### src/rtl/convolution_coprocessor_seq.sv
// Sequencer/accumulator computing the full linear convolution Y = X * H from two buffers.
// Optional saturation of each result to DATA_WIDTH is enabled by defining CONV_SAT_EN.
module convolution_coprocessor_seq #(
    parameter int DATA_WIDTH = 8,
    parameter int ADDR_WIDTH = 5,
    parameter int ACC_WIDTH  = 20
) (
    input  logic                  clk_i,
    input  logic                  rst_n_i,
    input  logic                  start_i,
    input  logic [ADDR_WIDTH-1:0] x_len_i,
    input  logic [ADDR_WIDTH-1:0] h_len_i,
    output logic                  busy_o,
    output logic                  done_o,
    output logic                  x_rd_o,
    output logic [ADDR_WIDTH-1:0] x_addr_o,
    input  logic [DATA_WIDTH-1:0] x_data_i,
    output logic                  h_rd_o,
    output logic [ADDR_WIDTH-1:0] h_addr_o,
    input  logic [DATA_WIDTH-1:0] h_data_i,
    output logic                  y_wr_o,
    output logic [ADDR_WIDTH:0]   y_addr_o,
    output logic [DATA_WIDTH-1:0] y_data_o
);

    typedef enum logic [2:0] {
        S_IDLE,
        S_CLR,
        S_RD,
        S_MAC,
        S_WR,
        S_DONE
    } state_t;

`ifdef CONV_SAT_EN
    localparam int RES_IN_W = ACC_WIDTH;
`else
    localparam int RES_IN_W = DATA_WIDTH;
`endif

    state_t state, state_nxt;

    logic [ADDR_WIDTH-1:0]         n_len, m_len, j_cnt;
    logic [ADDR_WIDTH:0]           i_cnt, nm_sum;
    logic                          tap_ok, last_tap, last_out, zero_len, rd_en, wr_en;
    logic                          vld_p1;
    logic signed [2*DATA_WIDTH-1:0] prod_p1;
    logic signed [ACC_WIDTH-1:0]   acc_p1;

    function automatic logic [DATA_WIDTH-1:0] result_f(input logic signed [RES_IN_W-1:0] a);
`ifdef CONV_SAT_EN
        logic [ACC_WIDTH-DATA_WIDTH:0] top;
        top = a[ACC_WIDTH-1:DATA_WIDTH-1];
        if (top == '0 || top == '1)
            return a[DATA_WIDTH-1:0];
        else if (a[ACC_WIDTH-1])
            return {1'b1, {(DATA_WIDTH-1){1'b0}}};
        else
            return {1'b0, {(DATA_WIDTH-1){1'b1}}};
`else
        return a;
`endif
    endfunction

    // A tap is valid when k = i - j lies in [0, N); checked without forming a negative k.
    assign tap_ok   = (i_cnt >= {1'b0, j_cnt}) &&
                      (i_cnt < ({1'b0, j_cnt} + {1'b0, n_len}));
    assign nm_sum   = {1'b0, n_len} + {1'b0, m_len};
    assign last_tap = (j_cnt == m_len - ADDR_WIDTH'(1));
    assign last_out = (i_cnt == nm_sum - (ADDR_WIDTH+1)'(2));
    assign zero_len = (x_len_i == '0) || (h_len_i == '0);
    assign prod_p1  = (2*DATA_WIDTH)'($signed(x_data_i)) * (2*DATA_WIDTH)'($signed(h_data_i));

    always_ff @(posedge clk_i or negedge rst_n_i) begin
        if (!rst_n_i)
            state <= S_IDLE;
        else
            state <= state_nxt;
    end

    always_comb begin
        state_nxt = state;
        case (state)
            S_IDLE:  if (start_i) state_nxt = zero_len ? S_DONE : S_CLR;
            S_CLR:   state_nxt = S_RD;
            S_RD:    state_nxt = S_MAC;
            S_MAC:   state_nxt = last_tap ? S_WR : S_RD;
            S_WR:    state_nxt = last_out ? S_DONE : S_CLR;
            S_DONE:  state_nxt = S_IDLE;
            default: state_nxt = S_IDLE;
        endcase
    end

    // Outputs are decoded from state and registered counters; idle values are all zero.
    always_comb begin
        rd_en    = (state == S_RD) && tap_ok;
        wr_en    = (state == S_WR);
        busy_o   = (state != S_IDLE);
        done_o   = (state == S_DONE);
        x_rd_o   = rd_en;
        h_rd_o   = rd_en;
        x_addr_o = '0;
        h_addr_o = '0;
        y_wr_o   = wr_en;
        y_addr_o = '0;
        y_data_o = '0;
        if (rd_en) begin
            x_addr_o = i_cnt[ADDR_WIDTH-1:0] - j_cnt;
            h_addr_o = j_cnt;
        end
        if (wr_en) begin
            y_addr_o = i_cnt;
            y_data_o = result_f(acc_p1[RES_IN_W-1:0]);
        end
    end

    always_ff @(posedge clk_i or negedge rst_n_i) begin
        if (!rst_n_i) begin
            n_len  <= '0;
            m_len  <= '0;
            i_cnt  <= '0;
            j_cnt  <= '0;
            vld_p1 <= 1'b0;
        end else begin
            case (state)
                S_IDLE: if (start_i) begin
                    n_len <= x_len_i;
                    m_len <= h_len_i;
                    i_cnt <= '0;
                end
                S_CLR:   j_cnt  <= '0;
                S_RD:    vld_p1 <= tap_ok;
                S_MAC:   j_cnt  <= j_cnt + ADDR_WIDTH'(1);
                S_WR:    i_cnt  <= i_cnt + (ADDR_WIDTH+1)'(1);
                default: ;
            endcase
        end
    end

    // Stage p1: buffer data returned for the tap issued in RD; accumulation wraps.
    always_ff @(posedge clk_i) begin
        if (state == S_CLR)
            acc_p1 <= '0;
        else if (state == S_MAC && vld_p1)
            acc_p1 <= acc_p1 + ACC_WIDTH'(prod_p1);
    end

endmodule

### config.mk
export PLATFORM = sky130hd
export DESIGN_NAME = convolution_coprocessor_seq
export DESIGN_NICKNAME = d
export VERILOG_FILES = /design/src/rtl/convolution_coprocessor_seq.sv
export SDC_FILE = /design/constraint.sdc
export NUM_CORES = 1
export LEC_CHECK = 0
export BUFFER_PORTS_ARGS = -buffer_cell sky130_fd_sc_hd__buf_2
export CAP_MARGIN = 20
export CORE_MARGIN = 10
export CORE_UTILIZATION = 58
export DETAILED_ROUTE_END_ITERATION = 7
export GPL_ROUTABILITY_DRIVEN = 0
export PLACE_DENSITY = 0.82
export SYNTH_ARGS = -nofsm -noshare
export SYNTH_HDL_FRONTEND = slang
export SYNTH_SLANG_ARGS = --single-unit
### constraint.sdc
create_clock -name clk_i -period 4.5 [get_ports clk_i]
set_input_delay 0.9 -clock clk_i [delete_from_list [all_inputs] [get_ports clk_i]]
set_output_delay 0.9 -clock clk_i [all_outputs]
set_load 0.01 [all_outputs]
=== Word level (Yosys, flattened, before mapping) ===
Index checks and enable logic that the tools add are counted.

* Register bits after elaboration: 45
* Input bits: 29
* Output and inout bits: 29
* Word-level logic and storage cells: 50

* Add/subtract/negate cells: 8
* Multiply operators: 1
* $lt $le $gt $ge: 2
* Eq/ne operators: 8
* Mux-type cells: 12
* Reductions and logical operators: 12

{| class="wikitable"
|+ Operators with widths
! kind !! count
|-
| $add 20x16->20 || 1
|-
| $mul 8x8->16 || 1
|-
| $pmux 3 s5 || 1
|-
| $add 5x5->6 || 2
|-
| $mux 3 || 4
|-
| $mux 6 || 2
|-
| $pmux 6 s2 || 1
|-
| $logic_not 5->1 || 2
|-
| $mux 5 || 2
|-
| $pmux 5 s2 || 1
|-
| $mux 8 || 1
|-
| $add 6x1->6 const B || 1
|-
| $eq 3x2->1 const B || 2
|-
| $eq 3x3->1 const B || 2
|-
| $eq 6x6->1 || 1
|-
| $ge 6x5->1 || 1
|-
| $lt 6x6->1 || 1
|-
| $sub 6x2->6 const B || 1
|-
| $add 5x1->5 const B || 1
|-
| $eq 5x5->1 || 1
|-
| $sub 5x1->5 const B || 1
|-
| $sub 5x5->5 || 1
|-
| $reduce_and 2->1 || 2
|-
| $reduce_bool 2->1 || 2
|-
| 6 further kinds || 8
|}

=== Logic depth before layout (Yosys ltp) ===
Gate-level depths: netlist of the first run.

* Depth in word-level cells: 5
* Gate-level depth with buffers: 16
* Gate-level depth less buffers: 16

=== Least setup slack after synthesis of the first run ===
OpenSTA, ideal clock, no wires.

* Kind: input to register
* From: in x_data_i[4]
* To: reg acc_p1[7]
* Setup time: 0.086 ns
* Arrival time: 4.270 ns
* Data required time: 4.414 ns
* Path slack: 0.145 ns
* Stages on the path: 16
* Buffers on the path: 0
* Cells stage by stage: nand2_1 > fa_1 > inv_1 > fa_1 > ha_1 > inv_1 > fa_1 > inv_1 > ha_1 > ha_1 > a21o_1 > a21oi_1 > xnor2_1 > xnor2_1 > xnor2_1 > a211oi_1

* Cells in the longest elaborated chain, start to end: 2

{| class="wikitable"
|+ Ends and longest elaborated chain
! item !! RTL line !! text
|-
| start, declared || 17 || <nowiki>input logic [DATA_WIDTH-1:0] x_data_i,</nowiki>
|-
| $mul 8x8->16 || 72 || <nowiki>assign prod_p1 = (2*DATA_WIDTH)'($signed(x_data_i)) * (2*DATA_WIDTH)'($signed(h_data_i));</nowiki>
|-
| $add 20x16->20 || 145 || <nowiki>acc_p1 <= acc_p1 + ACC_WIDTH'(prod_p1);</nowiki>
|-
| end signal, assigned || 145 ||
|-
| end, declared || 48 || <nowiki>logic signed [ACC_WIDTH-1:0] acc_p1;</nowiki>
|}

Every way passes these cells.
A chain may end at the register's enable or synchronous reset.

=== Worst setup path in the final report of the first run ===
* From: in x_data_i[3]
* To: reg acc_p1[7]

The elaborated chain is that of the path after synthesis.

==> results of run 1 <==
[per-stage QoR]
stage	util [%]	instances	power [uW]
after global placement	66.7	558	2320
after floorplan	-	429	2000
final	68.4	567	2670
after CTS	68.2	566	2650
after detailed placement	66.7	558	2410
after global routing	68.4	567	2960
[cell usage in the layout (no fill, tap or decap), types with 2 or more instances in the layout]
cell | synthesis | routed
and3_1 | 10 | 10
clkbuf_8 | 0 | 5
clkinv_2 | 0 | 2
inv_1 | 63 | 63
a21oi_2 | 9 | 10
nor4_1 | 2 | 2
a21o_1 | 12 | 12
xor2_1 | 13 | 13
o22ai_1 | 3 | 3
buf_4 | 2 | 10
or4_1 | 2 | 2
nand3b_1 | 3 | 3
nor2_1 | 14 | 14
a31oi_1 | 2 | 2
nor3_1 | 4 | 4
nand2_1 | 72 | 72
dfxtp_1 | 8 | 8
o21ai_0 | 7 | 7
a311oi_1 | 2 | 2
nand4_1 | 2 | 2
fa_1 | 21 | 21
buf_2 | 3 | 57
xnor2_1 | 27 | 27
a21oi_1 | 17 | 16
a211oi_1 | 3 | 3
o21ai_1 | 14 | 14
nand3_1 | 4 | 4
nand2b_1 | 4 | 4
a22o_1 | 2 | 2
nor2b_1 | 2 | 2
and2_1 | 11 | 11
dfrtp_1 | 25 | 25
ha_1 | 47 | 47
[where the power goes]
part / leakage, uW / internal (uW) / switching [uW]
combinational: 0.00171 / 873 / 1020
clock: 0.0000439 / 107 / 120
sequential: 0.000388 / 403 / 143
total: 0.00214 / 1380 / 1290
[worst min-delay path by stage]
stage	slack [ns]	startpoint	endpoint	cells after the start
CTS	0.46	acc_p1[1]$_SDFFE_PP0P_	acc_p1[1]$_SDFFE_PP0P_	2
floorplan	0.43	acc_p1[6]$_SDFFE_PP0P_	acc_p1[6]$_SDFFE_PP0P_	2
finish	0.46	acc_p1[1]$_SDFFE_PP0P_	acc_p1[1]$_SDFFE_PP0P_	2
global placement	0.44	acc_p1[1]$_SDFFE_PP0P_	acc_p1[1]$_SDFFE_PP0P_	2
global route	0.49	acc_p1[1]$_SDFFE_PP0P_	acc_p1[1]$_SDFFE_PP0P_	2
detailed placement	0.46	acc_p1[1]$_SDFFE_PP0P_	acc_p1[1]$_SDFFE_PP0P_	2
[layout make-up]
type / count / area (um2) / area share (%)
multi-input cells: 320 / 2500 / 61.5
flip-flops and latches: 33 / 786 / 19.3
repair buffers: 67 / 360 / 8.85
inverters: 64 / 240 / 5.90
well taps: 75 / 93.8 / 2.30
clock buffers: 5 / 68.8 / 1.69
clock inverters: 3 / 17.5 / 0.430
[cells by family after synthesis]
kind of cell | after synthesis | share of synthesized area (%)
simple gates | 134 | 17.6
compound gates | 77 | 13.9
buf+inv | 76 | 8.47
fa+ha+maj | 68 | 28.1
xor+xnor | 40 | 9.76
flops | 33 | 21.9
mux | 1 | 0.314
[sequential cells by signal, summed over array words and instances (netlist names)]
name and cells:
m_len 5, n_len 5, acc_p1 8, j_cnt 5, i_cnt 6, vld_p1 1, state 3
[worst max-delay path: stages]
cell and delay (ns):
buf_2 0.13, nand2_1 0.10, fa_1 0.51, inv_1 0.06, fa_1 0.47, ha_1 0.35, fa_1 0.49, ha_1 0.31
ha_1 0.24, a21o_1 0.20, a21oi_2 0.16, xnor2_1 0.15, xnor2_1 0.16, xnor2_1 0.09, a211oi_1 0.21
[timing repair]
| action | CTS | global route |
|---|---|---|
| gates resized for setup | 0 | 1 |
| setup endpoints to repair | 0 | 1 |
| endpoints found under the hold margin | 0 | 0 |
[metal layers]
layer  global-route usage [%]  up-vias  wire length [um]
met5                        0        -                 0
met4                     5.40        0               117
met3                     2.86       10               510
met2                     30.1       90              4270
met1                     23.0     1481              3820
li1                         -     1531                 -
==> metrics.txt, run 1 <==
Die H 98.7 um; area added between synthesis and finish 13.4%; Seq/Total Area, Yosys 21.9%; Yosys Warn Count 0; clock sinks 33; clock root buffer clkbuf_8; Hold Buf Count CTS 0; row cnt 28; Syn Nets 526; Post-synth top flop dfrtp_1; GRT Overall Usage 17.9%; RSZ-0062 raised after global routing false; CP Data Arrival Time 4.53 ns; Reg2Reg Setup Slack 0.53 ns; Worst Setup SP x_data_i[3]; drt drc 0; Crit path required time 4.71 ns; clk_skew 0.00494 ns; dpl ws -0.122 ns; fin area 0.00407 mm2; fmax 232 MHz; Hold Vio Cnt, Final 0; Tcrit/Tclk final 95.8%; initial antenna violation count 0; status finished clean; number of routed nets with antenna violations 0; 1st-iter DRT viols 157; placed cell area 0.00397 mm2; register bit count reported by yosys 33; most frequent cell after synthesis nand2_1; CTS clk-pin slew, worst paths 0.07 ns; CP Capture Type flip-flop; crit path kind in2reg; Slew @ Worst Pin 0.793 ns; first drt pass iteration count 5; worst skew pair latency 0.30 ns; largest net degree at the start of global routing 26; Yosys cell types 46; Synth top area share 17.4%; Critical R2R Capture acc_p1[7]$_SDFFE_PP0P_; Overflow after GRT 0; Syn Area/Cell 8.37 um2; Final setup violation count 0; CP endpoint acc_p1[7]$_SDFFE_PP0P_; CTS Buffer Depth 2; Mapped Cells 429; Critical Path Source Type primary input; Final Max Slew Viols 0; Pleak 0.00214 uW; Core Footprint 0.00596 mm2; Ant. Diodes 0; DR vias 3,112; routed wire length 8720 um; Slew HR 47.1%; Hold WC Path Type reg2reg; power per cell area 655 mW/mm2; final worst slack 0.187 ns; Starting Density 60.3%; first-pass GRT wire length 14,700 um; Post-Syn Area 0.00359 mm2; list of most frequent post-synthesis cells nand2_1 (72), inv_1 (63), ha_1 (47); Max Cap Violations 0; number of synthesized flops with an enable pin 0; CTS H-tree depth 2; final layout net count 588; R2R Path Start acc_p1[6]$_SDFFE_PP0P_; WHS 0.463 ns; FILL cells 489; die area 0.00974 mm2; CTS buffer count 5; Worst VDD drop 0.505 mV; Final HPWL DP 7300 um; CTS tree yes; Chip Width 98.7 um; Setup TNS 0 ns; vias in the first global route 3,066; share of cells above drive strength 1 18.3%; FF-to-FF path depth 13; asr flop ratio synth 75.8%; CP Max Fanout 5; largest area contributor in the netlist dfrtp_1; Post-CTS Setup Inserts 0; via/cell ratio 5.49; IO buf count 57; top cells by area, synth dfrtp_1 (17%), ha_1 (16%), fa_1 (12%), nand2_1 (7.5%), inv_1 (6.6%); # IOs 58; Period minus WS final 4.31 ns; wire per inst 15.4 um
Power figures use the tool's default switching activity.
==> run 2, diff against run 1 <==
Settings changed: CORE_ASPECT_RATIO from default to 1.2.
==> run 2 against run 1 <==
  * First-iteration DRC count fell by 24%
  * Core utilization shrank 0.18 points
  * Sequential share of layout area is 0.13 points lower
  * Largest power group unchanged
==> metrics.txt, run 2 (synthesis gave the netlist of run 1 again) <==
status finished clean; post_cts resized 0; first drt pass iteration count 5; Die H 106 um; Final HPWL DP 7320 um; clock sinks 33; CP Data Arrival Time 4.53 ns; clock root buffer clkbuf_8; Post-CTS Setup Inserts 0; Regs by FF count acc_p1: 8 flops, i_cnt: 6 flops; CTS tree yes; GRT Overall Usage 19.1%; clk_skew 0.00256 ns; CTS buffer count 5; 1st-iter DRT viols 119; CP Max Fanout 5; DR vias 3,130; slowest stage delay, CP 0.53 ns; CP Capture Type flip-flop; area added between synthesis and finish 14.1%; Worst VDD drop 0.283 mV; Power, Total 2680 uW; met1 Track Usage GR 20.7%; Critical Path Source Type primary input; CTS clk-pin slew, worst paths 0.06 ns; IO buf count 57; routed wire length 8910 um; vias in the first global route 3,340; drt drc 0; CP Buf/Inv Count 4; Slew @ Worst Pin 0.756 ns; Core Footprint 0.00601 mm2; final layout net count 590; die area 0.00975 mm2; initial antenna violation count 0; # IOs 58; Finished Core Util 68.2%; Overflow after GRT 0; Ant. Diodes 0; Hold Buf Count CTS 0; Crit path required time 4.70 ns; Slew HR 49.6%; Pleak 0.00215 uW; crit path kind in2reg; commonest non-fill, non-tap cells in the layout nand2_1 (72), inv_1 (63), buf_2 (57); fmax 231 MHz; Starting Density 59.7%; largest net degree at the start of global routing 26; row cnt 31; Chip Width 91.8 um; number of routed nets with antenna violations 0; max reg flops 8; share of cells above drive strength 1 18.2%; wire per inst 15.5 um; CTS Buffer Depth 2; met2 Resource Use GR 36.4%; via/cell ratio 5.43; CTS H-tree depth 2; Slowest cell on crit path fa_1; first-pass GRT wire length 15,600 um; worst skew pair latency 0.28 ns; Hold WC Path Type reg2reg; Period minus WS final 4.33 ns; CP delay by family, top adder cells; Most Crowded Layer GR met2; Max Cap Violations 0; met3 usage 3.73%; Final Max Slew Viols 0; power per cell area 653 mW/mm2; commonest non-fill, non-tap cell in the layout nand2_1; Tcrit/Tclk final 96.3%; critical-path cell list buf_2, nand2_1, fa_1, inv_1, fa_1, ha_1, inv_1, fa_1, inv_1, ha_1, ha_1, a21o_1, a21oi_2, xnor2_1, xnor2_1, xnor2_1, a211oi_1; Hold Vio Cnt, Final 0; FILL cells 502; Top reg by flops acc_p1; Final setup violation count 0; Setup TNS 0 ns
run 2: cell types whose count changed in the layout (fill, tap and decap cells not counted):
cell | before | now
buf_4 | 10 | 12
clkbuf_1 | 0 | 2
clkinv_2 | 2 | 0
clkbuf_8 | 5 | 6
clkinvlp_4 | 1 | 0
run 2: path summary, 6_finish.rpt:
check | startpoint | slack, ns | cells past startpoint | end
setup / recovery | h_data_i[1] | 0.17 | 17 | acc_p1[7]$_SDFFE_PP0P_
hold / removal | acc_p1[6]$_SDFFE_PP0P_ | 0.46 | 2 | acc_p1[6]$_SDFFE_PP0P_
setup reg to reg | acc_p1[5]$_SDFFE_PP0P_ | 0.54 | 16 | acc_p1[7]$_SDFFE_PP0P_
hold reg to reg | acc_p1[6]$_SDFFE_PP0P_ | 0.46 | 2 | acc_p1[6]$_SDFFE_PP0P_
max in group asynchronous | rst_n_i | 3.50 | 1 | m_len[0]$_DFFE_PN0P_
min in group asynchronous | rst_n_i | 0.61 | 1 | j_cnt[3]$_DFFE_PN0P_
run 2: cell type report:
| class | instances | area (um2) | share of cell area [%] |
|---|---|---|---|
| clock buffers | 8 | 90.1 | 2.20 |
| multi-input cells | 320 | 2500 | 61.1 |
| flip-flops and latches | 33 | 786 | 19.2 |
| inverters | 64 | 240 | 5.86 |
| repair buffers | 69 | 375 | 9.16 |
| well taps | 82 | 103 | 2.50 |
run 2: routing by layer:
layer / wire, um / up-vias
met5: 0 / -
met4: 154 / 0
met3: 408 / 17
met2: 4760 / 82
met1: 3590 / 1493
li1: - / 1538
run 2: report_power, final:
group / total [uW] / switching [uW] / leakage (uW) / internal (uW)
Clock: 228 / 103 / 0.0000455 / 125
Combinational: 1900 / 1030 / 0.00172 / 879
Sequential: 544 / 140 / 0.000388 / 403
run 2: per-stage QoR:
stage | hold slack [ns] | std cells | cell area (um2) | setup WS (ns)
floorplan | 0.432 | 429 | 3590 | 0.145
global placement | 0.443 | 567 | 4000 | -0.0582
detailed placement | 0.456 | 567 | 4000 | -0.165
CTS | 0.465 | 575 | 4090 | 0.138
global route | 0.487 | 576 | 4100 | -0.0390
finish | 0.464 | 576 | 4100 | 0.168
run 2: worst reg2reg max path: stages, from the launching register on:
cell      delay [ns]
dfxtp_1         0.33
inv_1           0.08
fa_1            0.54
inv_1           0.05
fa_1            0.45
ha_1            0.29
inv_1           0.05
fa_1            0.53
inv_1           0.04
ha_1            0.31
ha_1            0.31
a21o_1          0.18
a21oi_2         0.15
xnor2_1         0.14
xnor2_1         0.16
xnor2_1         0.08
a211oi_1        0.19
